==> src/rtl/result_writeback.sv <==
// result_writeback: collects fp16 engine results, packs two per 32-bit word,
// buffers the words in a FIFO and streams them to the DMA write channel.
// Optional feature macro: RESULT_RELU_EN (negative results forced to zero
// before packing).
module result_writeback #(
    parameter int unsigned DATA_W     = 16,
    parameter int unsigned FIFO_DEPTH = 16,
    parameter int unsigned ADDR_W     = 4
) (
    input  logic              clk,
    input  logic              rst,
    input  logic              op_start,
    input  logic [31:0]       op_num,
    input  logic              result_valid,
    input  logic [DATA_W-1:0] result,
    output logic              result_ready,
    output logic              dma_wr_valid,
    output logic [31:0]       dma_wr_data,
    input  logic              dma_wr_ready,
    output logic              busy,
    output logic              done
);

    localparam int unsigned WORD_W = 32;
    localparam int unsigned CNT_W  = ADDR_W + 1;

    localparam logic [1:0] S_IDLE    = 2'd0;
    localparam logic [1:0] S_COLLECT = 2'd1;
    localparam logic [1:0] S_FLUSH   = 2'd2;
    localparam logic [1:0] S_DONE    = 2'd3;

    // Control state
    logic [1:0]        state_q, state_d;
    logic [31:0]       op_num_q, op_num_d;
    logic [31:0]       cnt_q, cnt_d;
    logic [DATA_W-1:0] half_q, half_d;
    logic              half_full_q, half_full_d;

    // FIFO state
    logic [WORD_W-1:0] mem_q [FIFO_DEPTH];
    logic [ADDR_W-1:0] wr_ptr_q, wr_ptr_d;
    logic [ADDR_W-1:0] rd_ptr_q, rd_ptr_d;
    logic [CNT_W-1:0]  count_q, count_d;

    // Datapath helpers
    logic              fifo_full;
    logic              fifo_empty;
    logic              accept;
    logic              pop;
    logic              push;
    logic [WORD_W-1:0] push_data;
    logic [DATA_W-1:0] res_w;
    logic [31:0]       cnt_inc;
    logic              last;

    // Result conditioning; the ReLU variant is purely combinational
`ifdef RESULT_RELU_EN
    assign res_w = result[DATA_W-1] ? '0 : result;
`else
    assign res_w = result;
`endif

    // FIFO status and handshakes; result_ready is intentionally combinational
    assign fifo_full    = (count_q == CNT_W'(FIFO_DEPTH));
    assign fifo_empty   = (count_q == '0);
    assign result_ready = (state_q == S_COLLECT) && !fifo_full;
    assign accept       = result_valid && result_ready;
    assign dma_wr_valid = !fifo_empty;
    assign dma_wr_data  = fifo_empty ? '0 : mem_q[rd_ptr_q];
    assign pop          = dma_wr_valid && dma_wr_ready;
    assign busy         = (state_q != S_IDLE);
    assign done         = (state_q == S_DONE);
    assign cnt_inc      = cnt_q + 32'd1;
    assign last         = accept && (cnt_inc == op_num_q);

    // Next-state, packing and push decode
    always_comb begin
        state_d     = state_q;
        op_num_d    = op_num_q;
        cnt_d       = cnt_q;
        half_d      = half_q;
        half_full_d = half_full_q;
        push        = 1'b0;
        push_data   = '0;
        unique case (state_q)
            S_IDLE: begin
                if (op_start) begin
                    if (op_num != 32'd0) begin
                        op_num_d    = op_num;
                        cnt_d       = '0;
                        half_d      = '0;
                        half_full_d = 1'b0;
                        state_d     = S_COLLECT;
                    end else begin
                        state_d = S_DONE;
                    end
                end
            end
            S_COLLECT: begin
                if (accept) begin
                    cnt_d = cnt_inc;
                    if (half_full_q) begin
                        push        = 1'b1;
                        push_data   = WORD_W'({res_w, half_q});
                        half_full_d = 1'b0;
                    end else if (last) begin
                        // odd total: close the final word with a zero upper half
                        push        = 1'b1;
                        push_data   = WORD_W'(res_w);
                        half_full_d = 1'b0;
                    end else begin
                        half_d      = res_w;
                        half_full_d = 1'b1;
                    end
                    if (last) begin
                        state_d = S_FLUSH;
                    end
                end
            end
            S_FLUSH: begin
                // finish as soon as the last buffered word leaves
                if (fifo_empty || (pop && (count_q == CNT_W'(1)))) begin
                    state_d = S_DONE;
                end
            end
            S_DONE: begin
                state_d = S_IDLE;
            end
            default: begin
                state_d = S_IDLE;
            end
        endcase
    end

    // FIFO pointer and occupancy update; push+pop leaves the count unchanged
    always_comb begin
        wr_ptr_d = wr_ptr_q;
        rd_ptr_d = rd_ptr_q;
        count_d  = count_q;
        if (push) begin
            wr_ptr_d = wr_ptr_q + ADDR_W'(1);
        end
        if (pop) begin
            rd_ptr_d = rd_ptr_q + ADDR_W'(1);
        end
        unique case ({push, pop})
            2'b10:   count_d = count_q + CNT_W'(1);
            2'b01:   count_d = count_q - CNT_W'(1);
            default: count_d = count_q;
        endcase
    end

    // Control registers
    always_ff @(posedge clk or negedge rst) begin
        if (!rst) begin
            state_q     <= S_IDLE;
            op_num_q    <= '0;
            cnt_q       <= '0;
            half_q      <= '0;
            half_full_q <= 1'b0;
        end else begin
            state_q     <= state_d;
            op_num_q    <= op_num_d;
            cnt_q       <= cnt_d;
            half_q      <= half_d;
            half_full_q <= half_full_d;
        end
    end

    // FIFO pointers and occupancy
    always_ff @(posedge clk or negedge rst) begin
        if (!rst) begin
            wr_ptr_q <= '0;
            rd_ptr_q <= '0;
            count_q  <= '0;
        end else begin
            wr_ptr_q <= wr_ptr_d;
            rd_ptr_q <= rd_ptr_d;
            count_q  <= count_d;
        end
    end

    // FIFO storage
    always_ff @(posedge clk or negedge rst) begin
        if (!rst) begin
            for (int i = 0; i < FIFO_DEPTH; i++) begin
                mem_q[i] <= '0;
            end
        end else if (push) begin
            mem_q[wr_ptr_q] <= push_data;
        end
    end

endmodule
==> config.mk <==
export PLATFORM = sky130hd
export DESIGN_NAME = result_writeback
export DESIGN_NICKNAME = d
export VERILOG_FILES = /design/src/rtl/result_writeback.sv
export SDC_FILE = /design/constraint.sdc
export NUM_CORES = 1
export LEC_CHECK = 0
export ABC_AREA = 1
export ABC_CLOCK_PERIOD_IN_PS = 8029
export CAP_MARGIN = 20
export CORE_MARGIN = 4
export CORE_UTILIZATION = 50
export CTS_CLUSTER_SIZE = 28
export DETAILED_ROUTE_END_ITERATION = 16
export DONT_BUFFER_PORTS = 1
export MAX_ROUTING_LAYER = met4
export PLACE_DENSITY_LB_ADDON = 0.3
export SLEW_MARGIN = 10
export SYNTH_ARGS = -nofsm -noshare
export SYNTH_HDL_FRONTEND = slang
export SYNTH_SLANG_ARGS = --single-unit
==> constraint.sdc <==
create_clock -name clk -period 8.03 [get_ports clk]
set_clock_uncertainty 0.15 [all_clocks]
set_input_delay 0.803 -clock clk [delete_from_list [all_inputs] [get_ports clk]]
set_output_delay 0.803 -clock clk [all_outputs]
set_load 0.05 [all_outputs]
==> impl_metrics.csv <==
group,metric,value,unit
clock_network,cts_sinks,608,
worst_setup_path,critPathLaunchType,"register",
worst_setup_path,worstPathCellList,"inv_1 > ha_1 > nand2_1 > nor2_4 > buf_4 > nand2_1 > nor2_1 > nand2_1 > nor2_1 > nand3_1 > nor2_2 > nand3_2 > nand2_4 > nand3_4 > o21ai_0",
clock_network,htreeDepth,2,
synthesis,ys_types,37,
floorplanning,pin_count,89,
sta,whs,-0.231,ns
route,drc,0,
floorplanning,dieArea,63100,sq um
clock_network,numCtsBuffers,61,
worst_setup_path,required,8.40,ns
worst_setup_path,crit_fanout,63,
worst_setup_path,critical-path-top-delay-family,"simple AND/OR/NAND/NOR gates",
worst_setup_path,cp_data_arrival_time,5.32,ns
placement,hpwl,46000,um
grt,grt_pass1_vias,23400,
worst_setup_path,crit_top_cell,"nand2_1",
cells_and_area,area_growth,6.81,%
route,drt_iter0_markers,2652,
floorplanning,die_h,251,um
worst_setup_path,endpoint_kind,"register",
cells_and_area,final_nets,3522,
synthesis,syn_area,29600,sq um
sta,hold_viol,148,
sta,fin_tns_setup,0,ns
synthesis,synth_fp_nets,3682,
floorplanning,die_w,251,um
route,ant_nets,0,
power_and_ir_drop,p_leak,13.8,nW
route,vias,24900,
sta,clock.fmax,0.202,GHz
worst_setup_path,slowest_delay,0.85,ns
floorplanning,core,58100,sq um
route,first_pass_iters,6,
sta,tightest_slew,2.55,ns
route,routed_wl,82900,um
cells_and_area,final_common_cell,"nand2_1",
run,cap_violations,0,
clock_network,clockRootBuffer,"clkbuf_16",
sta,rsz0062_at_grt,"no",
sta,setup_viol,0,
cells_and_area,fin_area,31600,sq um
synthesis,ys_seq_area_share,51.5,%
synthesis,synthCells,3614,
placement,port_buffers,0,
cells_and_area,final_cell_mix,"nand2_1, dfrtp_1, o21ai_0",
clock_network,clk_path_buf_depth,3,
power_and_ir_drop,ir_worst_vdd,331,uV
synthesis,ys_seq_elements,608,
placement,gp_congestion,0.918,
route,vias_per_cell,5.84,
hold_path,min_path_type,"in -> async",
cells_and_area,n_antenna_cell,0,
synthesis,synth_warnings,0,
grt,grt_max_degree,609,
power_and_ir_drop,finalPower,10.5,mW
grt,grt_pass1_wl,132000,um
run_status,outcome,"finished with violations",
placement,place_area,29600,sq um
power_and_ir_drop,power_density,331,nW/um^2
grt,grt.total_usage,26.7,%
worst_setup_path,criticalPathCategory,"reg -> reg",
synthesis,syn_area_per_cell,8.18,sq um
clock_network,clk_pin_slew,0.06,ns
floorplanning,initial_core_util,50.9,%
grt,gr-total-overflow,0,
worst_setup_path,worst_path_max_delay_cell,"nand3_4",
cells_and_area,fin_util,54.3,%
clock_network,worstSkewPairLatency,0.64,ns
cells_and_area,drive_gt1_share,6.46,%
grt,antenna_found_initial,0,
floorplanning,rows,88,
worst_setup_path,crit_buf_inv,2,
clock_network,cts_tree,"built",
route,routedWlPerCell,19.5,um
sta,slew_headroom,-69.9,%
run_status,failed_checks,"negative hold slack, max-slew violations",
sta,fin_crit,4.95,ns
sta,finalCritPeriodShare,61.6,%
sta,final_max_slew_viol_count,332,
==> repair_timing <==
item,4_1_cts,5_1_grt
buffers inserted,0,0
gates resized for setup,0,0
endpoints found under the hold margin,608,608
==> synthesized netlist by cell type, drive strengths merged <==
cell type  number  area (sq um)
xnor3           2          45.0
clkbuf        191           717
nor3            5          25.0
o221ai         98           858
nand3         213          1240
xnor2           4          35.0
o211ai          1          7.51
nand4          12          75.1
inv           155           582
buf            77           667
o21ai         848          4300
xor2           10          87.6
o22ai          47           294
ha             15           188
nand2         877          3360
a31oi           1          6.26
clkinv          2          7.51
nor2          403          1610
nand3b          8          60.1
dfrtp         608         15200
a21oi          35           175
and2            1          6.26
mux2            1          11.3
==> registers in the layout (all words and copies together), names as in the netlist <==
| register | count |
|---|---|
| op_num_q | 32 |
| wr_ptr_q | 4 |
| rd_ptr_q | 4 |
| half_full_q | 1 |
| cnt_q | 32 |
| state_q | 2 |
| count_q | 5 |
| half_q | 16 |
| mem_q | 512 |
==> power by group <==
part	internal (mW)	switching [mW]	leakage [nW]
Clock	1.64	1.23	0.987
Sequential	3.24	0.243	8.40
Combinational	1.12	2.98	4.43
==> kinds of logic after synthesis <==
kind of cell	count (synthesis)	synth area share, %
AND/OR/NAND/NOR	1519	21.6
AO/OA/AOI/OAI	1030	19.1
flip-flops	608	51.5
buffers and inverters	425	6.67
XOR/XNOR	16	0.567
adder cells (fa/ha/maj)	15	0.635
multiplexers	1	0.0381
==> stage by stage <==
step	setup slack, ns	std cells	hold WS, ns
final	3.08	4262	-0.231
after global routing	2.64	4262	-0.259
after CTS	3.10	4261	-0.260
after detailed placement	3.11	4155	0.311
after global placement	3.25	4153	0.309
after floorplan	4.62	3614	0.294
==> metal layers <==
metal / up-vias / GRT usage [%] / part of all wire (%)
met4: 0 / 8.35 / 3.3
met2: 878 / 40.9 / 45
met3: 188 / 4.87 / 7.8
met5: - / - / 0
li1: 11800 / - / -
met1: 12000 / 36.7 / 44
==> worst paths after layout <==
check,to,startpoint,slack (ns),cells after the start
max,mem_q[248],state_q[1],3.08,15
min reg2reg,mem_q[293],mem_q[293],0.33,2
max reg2reg,mem_q[248],state_q[1],3.08,15
min in group clk,op_num_q[10],op_num[10],0.16,1
max in group asynchronous,rd_ptr_q[1],rst,5.74,0
min,mem_q[134],rst,-0.23,0
==> final cells by class <==
cell class | instances | area, sq um
clock inverters | 22 | 258
inverters | 157 | 599
clock buffers | 84 | 1740
well taps | 765 | 957
flip-flops and latches | 608 | 15200
repair buffers | 45 | 354
multi-input cells | 2581 | 12400
fillers | 5396 | 26600
(Power assumes the default switching activity.)
